===== config.mk =====
export PLATFORM = sky130hd
export DESIGN_NAME = fp_to_int_seq_flat
export DESIGN_NICKNAME = d
export VERILOG_FILES = /design/src/rtl/fp_to_int_if.sv /design/src/rtl/fp_to_int_seq.sv /design/src/flat_wrapper.sv
export SDC_FILE = /design/constraint.sdc
export NUM_CORES = 1
export LEC_CHECK = 0
export CAP_MARGIN = 20
export CORE_MARGIN = 10
export CORE_UTILIZATION = 42
export CTS_CLUSTER_SIZE = 12
export DETAILED_ROUTE_END_ITERATION = 8
export GPL_TIMING_DRIVEN = 0
export PLACE_DENSITY = 0.73
export SLEW_MARGIN = 40
export SYNTH_ARGS = -nofsm -noshare
export SYNTH_HDL_FRONTEND = slang
export SYNTH_SLANG_ARGS = --single-unit

===== constraint.sdc =====
create_clock -name clk -period 6.22 [get_ports clk]
set_input_delay 1.244 -clock clk [delete_from_list [all_inputs] [get_ports clk]]
set_output_delay 1.244 -clock clk [all_outputs]
set_load 0.02 [all_outputs]

===== src/rtl/fp_to_int_if.sv =====
// Handshake bundle for the float -> integer converter: operand in, result out.
interface fp_to_int_if #(
   parameter int NX = 8,
   parameter int NM = 23,
   parameter int NI = 32
) ();
   logic              in_valid;
   logic              in_ready;
   logic [NX+NM:0]    in_fp;
   logic              out_valid;
   logic              out_ready;
   logic [NI-1:0]     out_int;
   logic [2:0]        out_flags;   // {invalid, overflow, inexact}

   modport master (
      output in_valid, in_fp, out_ready,
      input  in_ready, out_valid, out_int, out_flags
   );

   modport slave (
      input  in_valid, in_fp, out_ready,
      output in_ready, out_valid, out_int, out_flags
   );
endinterface


===== src/rtl/fp_to_int_seq.sv =====
// Sequential IEEE754 -> signed NI-bit integer converter.
// The significand is aligned one bit per cycle, then rounded and saturated.
// Optional feature macro: FP_TO_INT_RNE_EN (round to nearest even);
// without it the magnitude is truncated toward zero.
module fp_to_int_seq #(
   parameter int NX = 8,
   parameter int NM = 23,
   parameter int NI = 32
) (
   input logic        clk,
   input logic        rst_n,
   fp_to_int_if.slave io
);
   // Integer field above a guard/round/sticky tail; wide enough that the
   // largest non-saturating left shift (e = NI-2) never loses a bit.
   localparam int W    = NI + NM + 3;
   localparam int CW   = $clog2(NI + NM + 2);
   localparam int BIAS = (1 << (NX - 1)) - 1;
   localparam logic [NI-1:0] INT_MIN = {1'b1, {(NI-1){1'b0}}};
   localparam logic [NI-1:0] INT_MAX = ~INT_MIN;

   typedef enum logic [1:0] {IDLE, ALIGN, ROUND, DONE} state_t;
   state_t state, state_nx;

   logic          sign_q;
   logic          left_q;
   logic [W-1:0]  work;
   logic [CW-1:0] cnt;

   // Operand decode
   logic          sgn_i;
   logic [NX-1:0] exp_i;
   logic [NM-1:0] mant_i;
   int            e_i;
   int            n_i;
   assign sgn_i  = io.in_fp[NX+NM];
   assign exp_i  = io.in_fp[NX+NM-1:NM];
   assign mant_i = io.in_fp[NM-1:0];
   assign e_i    = int'(exp_i) - BIAS;
   assign n_i    = (e_i < NM) ? (NM - e_i) : (e_i - NM);

   assign io.in_ready = (state == IDLE);

   // Special operands and out-of-range exponents resolve without alignment
   logic          fast;
   logic [NI-1:0] fast_int;
   logic [2:0]    fast_flags;
   always_comb begin
      fast       = 1'b1;
      fast_int   = '0;
      fast_flags = '0;
      if (&exp_i) begin
         if (|mant_i) begin
            fast_flags = 3'b100;
         end else begin
            fast_int   = sgn_i ? INT_MIN : INT_MAX;
            fast_flags = 3'b010;
         end
      end else if (exp_i == '0) begin
         fast_flags = {2'b00, |mant_i};
      end else if (e_i < -1) begin
         fast_flags = 3'b001;
      end else if (e_i >= NI - 1) begin
         // -2^(NI-1) is the one value at this exponent that fits exactly
         if (sgn_i && (e_i == NI - 1) && (mant_i == '0)) begin
            fast_int = INT_MIN;
         end else begin
            fast_int   = sgn_i ? INT_MIN : INT_MAX;
            fast_flags = 3'b010;
         end
      end else begin
         fast = 1'b0;
      end
   end

   // Rounding, sign application and saturation of the aligned magnitude
   logic [NI+NM-1:0] mag, mag_r;
   logic             g, r, s, inc, ovf;
   logic [NI-1:0]    rnd_int;
   logic [2:0]       rnd_flags;
   always_comb begin
      mag = work[W-1:3];
      g   = work[2];
      r   = work[1];
      s   = work[0];
`ifdef FP_TO_INT_RNE_EN
      inc = g & (r | s | mag[0]);
`else
      inc = 1'b0;
`endif
      mag_r     = mag + {{(NI+NM-1){1'b0}}, inc};
      ovf       = !sign_q && (|mag_r[NI+NM-1:NI-1]);
      rnd_int   = ovf ? INT_MAX : (sign_q ? ('0 - mag_r[NI-1:0]) : mag_r[NI-1:0]);
      rnd_flags = {1'b0, ovf, g | r | s};
   end

   // State register
   always_ff @(posedge clk or negedge rst_n) begin
      if (!rst_n) state <= IDLE;
      else        state <= state_nx;
   end

   // Next-state logic
   always_comb begin
      state_nx = state;
      case (state)
         IDLE:  if (io.in_valid) state_nx = fast ? DONE : ALIGN;
         ALIGN: if (cnt == '0) state_nx = ROUND;
         ROUND: state_nx = DONE;
         DONE:  if (io.out_ready) state_nx = IDLE;
         default: state_nx = IDLE;
      endcase
   end

   // Datapath: capture, 1-bit/cycle alignment, result registers
   always_ff @(posedge clk or negedge rst_n) begin
      if (!rst_n) begin
         sign_q       <= 1'b0;
         left_q       <= 1'b0;
         work         <= '0;
         cnt          <= '0;
         io.out_valid <= 1'b0;
         io.out_int   <= '0;
         io.out_flags <= '0;
      end else begin
         case (state)
            IDLE: if (io.in_valid) begin
               sign_q <= sgn_i;
               left_q <= (e_i > NM);
               work   <= {{(NI-1){1'b0}}, 1'b1, mant_i, 3'b000};
               cnt    <= CW'(n_i);
               if (fast) begin
                  io.out_int   <= fast_int;
                  io.out_flags <= fast_flags;
                  io.out_valid <= 1'b1;
               end
            end
            ALIGN: if (cnt != '0) begin
               cnt <= cnt - CW'(1);
               // right shifts fold the dropped bit into sticky
               if (left_q) work <= {work[W-2:0], 1'b0};
               else        work <= {1'b0, work[W-1:2], work[1] | work[0]};
            end
            ROUND: begin
               io.out_int   <= rnd_int;
               io.out_flags <= rnd_flags;
               io.out_valid <= 1'b1;
            end
            DONE: if (io.out_ready) io.out_valid <= 1'b0;
            default: ;
         endcase
      end
   end
endmodule


===== src/flat_wrapper.sv =====
// flat-port wrapper written by rule: the top's interface ports become plain ports
module fp_to_int_seq_flat 
#(
   parameter int NX = 8,
   parameter int NM = 23,
   parameter int NI = 32
)
  (clk, rst_n, io_in_valid, io_in_fp, io_out_ready, io_in_ready, io_out_valid, io_out_int, io_out_flags);
  fp_to_int_if #(.NX(NX), .NM(NM), .NI(NI)) io_i ();
  input logic clk;
  input logic rst_n;
  input wire logic [$bits(io_i.in_valid)-1:0] io_in_valid;
  input wire logic [$bits(io_i.in_fp)-1:0] io_in_fp;
  input wire logic [$bits(io_i.out_ready)-1:0] io_out_ready;
  output wire logic [$bits(io_i.in_ready)-1:0] io_in_ready;
  output wire logic [$bits(io_i.out_valid)-1:0] io_out_valid;
  output wire logic [$bits(io_i.out_int)-1:0] io_out_int;
  output wire logic [$bits(io_i.out_flags)-1:0] io_out_flags;
  assign io_i.in_valid = io_in_valid;
  assign io_i.in_fp = io_in_fp;
  assign io_i.out_ready = io_out_ready;
  assign io_in_ready = io_i.in_ready;
  assign io_out_valid = io_i.out_valid;
  assign io_out_int = io_i.out_int;
  assign io_out_flags = io_i.out_flags;
  fp_to_int_seq #(.NX(NX), .NM(NM), .NI(NI)) u_core (.clk(clk), .rst_n(rst_n), .io(io_i));
endmodule

==> results by group, run 1 <==
GRT
  – Vias in the first global route: 6379
  – GRT overflow: 0
  – Total Routing Usage GR: between 10% and 20%
  – Largest net degree at the start of global routing: 62
  – First-pass GRT wire length: between 30000 and 40000 um
  – Antenna violations before repair: 0

Pwr
  – Power Density: between 400 and 500 mW/mm^2
  – VDD IR max: 0.0002057 V
  – Leak Pwr: about 3.3 nW

Outcome
  – Outcome: completed

STA
  – Setup ws final: around 1.9 ns
  – Max Slew Vio Count: 0
  – Clk_skew: ~0.011 ns
  – Slew at the pin closest to its max-slew limit: 0.7781 ns
  – Slew HR: 48.13%
  – Hold slack: between 0.4 and 0.5 ns
  – Setup violators final: 0
  – RSZ-0062 raised after global routing: false
  – Final hold vios: 0
  – Final Cycle Share: 69.06%
  – Fin crit period: between 4 and 5 ns
  – Final setup TNS: 0 ns
  – FMAX: about 230 MHz

Synthesis
  – Mapped Area: ~0.007 mm^2
  – Primary FF master, synth: dfrtp_1
  – EDFF count, synth: 0
  – Yosys reg bits: 104
  – Count of warnings emitted by yosys: 0
  – Library cells used by synthesis: a little over 60
  – Register area share after synthesis: 36.85%
  – Synth Area per Inst: 8.665 um^2
  – FFs w/ async S/R, synth: 100.0%
  – Synth Instances: 815
  – Synth Net Count: a little under 900

Floorplanning
  – Num rows: 47
  – Full die area: 0.02240 mm^2
  – Core ar.: ~0.017 mm^2
  – Initial core utilization: between 40% and 50%
  – I/O pin cnt: 73
  – Die Span Y: ~150 um
  – Die Span X: ~150 um

Place
  – Placed Cells: between 1k and 1.5k
  – # port buffers: 71
  – Hpwl dp: 15500 um
  – Worst slack, placed: between 1.5 and 2 ns
  – GP Congestion: about 0.96

Job
  – Max Cap Violations: 0

Cells and area
  – Finished Core Util: 50.95%
  – Area Growth Syn to Fin: 19.22%
  – Ant. Diodes: 0
  – Post-Layout Cell Count: approximately 1.1k
  – Nets@finish: around 950
  – Fraction of layout cells with a size suffix above 1: ~8%

Worst hold path
  – Worst hold-check path type: reg2reg
  – Worst Min Path Start: u_core.io.out_valid
  – Hold Crit Depth: 1
  – Hold EP: u_core.io.out_valid

Worst setup path
  – Worst setup SP type: input port
  – Slowest stage delay, CP: approximately 0.60 ns
  – Worst-path maximum fanout: 10
  – Flop2flop setup slack: around 3.0 ns
  – RR Endpoint: u_core.io.out_int[30]
  – Critical R2R Launch: u_core.work[3]
  – CP max stage cell: clkdlybuf4s50_1
  – Arrival time worst endpoint: approximately 4.5 ns
  – Ordered list of cells on the worst path: clkdlybuf4s50_1 -> ha_1 -> nand3_1 -> xnor2_1 -> ha_1 -> nand3_1 -> or4b_1 -> nand3_2 -> buf_4 -> mux2_2
  – Worst setup EP type: register
  – Setup CP Type: in2reg
  – Req. time, crit path: ~6.5 ns
  – R2R cell count: 8

Route
  – Drt drc: 0
  – Routed WL: roughly 21000 um
  – Avg Vias per Cell: 5.935
  – TritonRoute pass-1 iters: 5
  – First DRT Iteration DRCs: approximately 550
  – Drt wl/cell: between 15 and 20 um
  – Post-route ant nets: 0
  – Vias: ~6.7k

Clock tree
  – Postcts setup bufs: 0
  – CTS tree: done
  – CTS H-tree depth: 3
  – Clock latency on the worst-skew pair: roughly 0.36 ns
  – CTS Sinks: roughly 100
  – Clk slew on worst S/H paths: about 0.070 ns
  – Cts hold-fix bufs: 0
  – Clock Tree Buf Depth: 2
  – Root buf cell: clkbuf_16
  – Inserted Clock Buffers: 9
  – Post-CTS sizing: 0
-- registers in the layout, indices dropped and copies added (netlist names) --
register and count:
u_core.cnt 6, u_core.io.out_flags 3, u_core.io.out_int 32, u_core.io.out_valid 1, u_core.left_q 1, u_core.sign_q 1
u_core.state 2, u_core.work 58
-- worst max-delay path, delay by kind of cell --
family                   cells  cell delay, ns
XOR/XNOR                     1            0.41
adder cells (fa/ha/maj)      2            0.52
buffers and inverters        2            0.84
multiplexers                 1            0.35
AND/OR/NAND/NOR              4            1.16
-- power by group --
part | switching, W | internal (W)
Clock | 0.000263 | 0.000405
Sequential | 0.000138 | 0.000896
Combinational | 0.00147 | 0.000885
-- worst max path at each step --
stage          cells after the start                     end         start
2_1_floorplan                      9   u_core.io.out_int[23]  io_in_fp[23]
3_3_place_gp                       1   u_core.io.out_int[10]         rst_n
3_5_place_dp                      10    u_core.io.out_int[5]  io_in_fp[23]
4_1_cts                           10   u_core.io.out_int[16]  io_in_fp[23]
5_1_grt                           10  u_core.io.out_flags[0]  io_in_fp[23]
6_report                          10   u_core.io.out_int[16]  io_in_fp[23]
-- stage by stage --
| step | area [um^2] | total power (W) |
|---|---|---|
| 5_1_grt | 8419 | 0.004365 |
| 3_3_place_gp | 8048 | 0.003344 |
| 6_report | 8419 | 0.004061 |
| 3_5_place_dp | 8073 | 0.003381 |
| 4_1_cts | 8419 | 0.004054 |
| 2_1_floorplan | 7062 | 0.002656 |
-- cells by family (layout without fill, tap and decap cells) --
logic type / count (synthesis) / after routing / share of synthesized area, %
AO/OA/AOI/OAI: 228 / 228 / 21.42
XOR/XNOR: 10 / 10 / 1.240
adder cells (fa/ha/maj): 14 / 14 / 2.481
buffers and inverters: 96 / 184 / 5.528
flip-flops: 104 / 104 / 36.85
multiplexers: 91 / 91 / 13.54
AND/OR/NAND/NOR: 272 / 272 / 18.94
-- synthesized netlist by cell type, types with 16 or more instances --
master | count | area share (%)
a21oi_1 | 28 | 2.0
nor3_1 | 19 | 1.3
nand3_1 | 19 | 1.3
inv_1 | 16 | 0.85
o32ai_1 | 23 | 2.9
mux2_2 | 34 | 5.4
clkbuf_1 | 64 | 3.4
mux2i_1 | 55 | 7.8
o21ai_0 | 76 | 5.4
dfrtp_1 | 104 | 37
o31ai_1 | 46 | 4.9
nor2_1 | 24 | 1.3
nand2_1 | 133 | 7.1
nor4_1 | 19 | 1.7
-- cells in the final DEF, fill, tap and decap left out, types with 10 or more instances in the layout --
| cell | n |
|---|---|
| a21oi_1 | 28 |
| clkbuf_1 | 65 |
| clkdlybuf4s50_1 | 70 |
| dfrtp_1 | 104 |
| ha_1 | 14 |
| inv_1 | 16 |
| mux2_2 | 34 |
| mux2i_1 | 55 |
| nand2_1 | 133 |
| nand3_1 | 19 |
| nor2_1 | 24 |
| nor3_1 | 19 |
| nor4_1 | 19 |
| o211ai_1 | 10 |
| o21ai_0 | 76 |
| o31ai_1 | 46 |
| o32ai_1 | 23 |
| or4_1 | 14 |
-- area by class of cell --
class                   count  area, um^2
flip-flops and latches    104        2603
multi-input cells         615        4069
well taps                 220       275.3
fillers                  1578        8105
clock buffers              11       242.7
clock inverters             5       103.9
repair buffers             72       735.7
inverters                  17       63.81
plain buffers              79       326.6
-- routing by layer --
metal	share of wire (%)	GRT usage (%)
met2	49	30.69
met4	3.3	7.580
met5	0	0
met3	6.6	2.446
met1	41	23.35
No activity file was read; power rests on OpenSTA's default activity.
==> run 2, diff against run 1 <==
--- a/config.mk
+++ b/config.mk
@@ -11,7 +11,7 @@
 export CTS_CLUSTER_SIZE = 12
 export DETAILED_ROUTE_END_ITERATION = 8
 export GPL_TIMING_DRIVEN = 0
-export PLACE_DENSITY = 0.73
+export PLACE_DENSITY = 0.75
 export SLEW_MARGIN = 40
 export SYNTH_ARGS = -nofsm -noshare
 export SYNTH_HDL_FRONTEND = slang
==> constraint.sdc (replaced) <==
create_clock -name clk -period 3.5 [get_ports clk]
set_input_delay 0.7 -clock clk [delete_from_list [all_inputs] [get_ports clk]]
set_output_delay 0.7 -clock clk [all_outputs]
set_load 0.02 [all_outputs]
==> results by group, run 2 (synthesis results as in run 1) <==
Outcome
  – Outcome: completed

Floorplanning
  – Die Span X: between 100 and 150 um
  – Die Span Y: ~150 um
  – I/O pin cnt: 73
  – Num rows: 47
  – Core ar.: about 0.017 mm^2
  – Initial core utilization: around 43%
  – Full die area: ~0.022 mm^2

Cells and area
  – Fraction of layout cells with a size suffix above 1: a little under a tenth
  – Most common cell after layout, fill and taps aside: nand2_1
  – Ant. Diodes: 0
  – Final instance area: ~0.0085 mm^2
  – Nets@finish: approximately 950
  – Most frequent cells in the layout: 133 x nand2_1, 104 x dfrtp_1, 75 x o21ai_0, 68 x clkdlybuf4s50_1, 62 x clkbuf_1
  – Biggest register: u_core.work
  – Largest regs: u_core.work x58, u_core.io.out_int x32, u_core.cnt x6
  – Max reg flops: 58
  – Area Growth Syn to Fin: 20.15%

Worst setup path
  – Slowest stage delay, CP: between 0.4 and 0.5 ns
  – R2R cell count: 8
  – Critical R2R Launch: u_core.work[3]
  – Setup CP Type: in2reg
  – Worst setup SP type: input port
  – Flop2flop setup slack: roughly 0.39 ns
  – Req. time, crit path: 3.80 ns
  – RR Endpoint: u_core.io.out_int[26]
  – CP max stage cell: clkdlybuf4s50_1
  – Arrival time worst endpoint: ~3.5 ns
  – Ordered list of cells on the worst path: clkdlybuf4s50_1 -> nor4_2 -> nand4_1 -> o211ai_1 -> nand2_1 -> clkbuf_1 -> o32ai_1 -> mux2_2
  – Worst-path maximum fanout: 10
  – Worst setup EP type: register

STA
  – Setup ws final: around 0.26 ns
  – Final hold vios: 0
  – Max Slew Vio Count: 0
  – RSZ-0062 raised after global routing: false
  – Slew at the pin closest to its max-slew limit: 0.8154 ns
  – Fin crit period: 3.236 ns
  – Hold slack: roughly 0.27 ns
  – Clk_skew: 0.006588 ns
  – Slew HR: between 40% and 50%
  – Final Cycle Share: between 90% and 100%
  – FMAX: 309.0 MHz
  – Setup violators final: 0

Route
  – First DRT Iteration DRCs: between 600 and 700
  – Avg Vias per Cell: about 6.0
  – Vias: between 6k and 7k
  – Drt drc: 0
  – Routed WL: between 20000 and 25000 um
  – TritonRoute pass-1 iters: 5
  – Drt wl/cell: around 19 um
  – Post-route ant nets: 0

Pwr
  – Power Density: 856.2 mW/mm^2
  – Leak Pwr: ~3.3 nW
  – VDD IR max: between 0.0003 and 0.0004 V
  – PnR Total Power: approximately 0.0073 W

GRT
  – Vias in the first global route: approximately 6.5k
  – Largest net degree at the start of global routing: 67
  – Total Routing Usage GR: between 10% and 20%
  – First-pass GRT wire length: about 34000 um
  – GRT overflow: 0
  – Antenna violations before repair: 0

Clock tree
  – CTS Sinks: about 100
  – Inserted Clock Buffers: 9
  – Root buf cell: clkbuf_16
  – CTS H-tree depth: 3
  – Clock Tree Buf Depth: 2
  – CTS tree: done
  – Cts hold-fix bufs: 0
  – Clk slew on worst S/H paths: about 0.07 ns
  – Clock latency on the worst-skew pair: 0.36 ns

Place
  – # port buffers: about 70
  – Worst slack, placed: -0.6515 ns
  – GP Congestion: 0.9468
  – Hpwl dp: 15600 um
  – DP Area: roughly 0.0081 mm^2

Worst hold path
  – Worst hold-check path type: in2async

Job
  – Max Cap Violations: 0
==> run 2: layout make-up <==
class                      instances  area, um^2
sequential                       104        2603
clock inverter                     6       113.9
clock buffer                      10       239.0
fill                            1547        8040
timing repair buffer              73       744.5
tap                              220       275.3
inverter                          17       63.81
multi-input combinational        615        4116
buffer                            79       329.1
==> run 2: layer usage <==
layer,global-route usage [%],vias up,share of wire [%]
met5,0,-,0
met4,8.649,0,4.0
met3,2.657,52,6.4
met2,30.74,244,48
met1,22.96,3228,42
li1,-,3204,-
==> run 2: worst max-delay path, delay by kind of cell <==
kind	cells	cell delay, ns
AOI/OAI and AO/OA	2	0.84
buffers and inverters	2	0.78
muxes	1	0.23
and+or+nand+nor	3	0.98
==> run 2: repair_timing <==
action | CTS | global route
gates resized for setup | 5 | 10
pin swaps | 1 | 0
endpoints found under the setup margin | 36 | 34
setup buffers | 1 | 0
gates cloned | 0 | 0
==> run 2: where the power goes <==
part           leakage [nW]  total (W)  internal (W)  switching, W
registers              1.35    0.00185       0.00159      0.000253
clock network         0.165    0.00121      0.000722      0.000487
logic                  1.79    0.00421       0.00158       0.00263
==> run 2: worst max-delay path by stage <==
stage,endpoint,slack (ns),cells past startpoint,start
after detailed placement,u_core.io.out_int[8],-0.65,10,io_in_fp[23]
final,u_core.io.out_int[13],0.26,8,io_in_fp[22]
after global placement,u_core.io.out_int[31],-2.30,1,rst_n
after floorplan,u_core.io.out_int[23],0.47,9,io_in_fp[23]
after CTS,u_core.io.out_int[13],0.009,9,io_in_fp[24]
after global routing,u_core.io.out_int[8],0.1,9,io_in_fp[25]
==> run 2: metrics by stage <==
stage          utilization, %  TNS, ns  cells
2_1_floorplan               -        0    815
3_3_place_gp            48.70  -258.88   1106
3_5_place_dp            48.85   -22.52   1107
4_1_cts                 51.15        0   1124
5_1_grt                 51.34        0   1124
6_report                51.34        0   1124
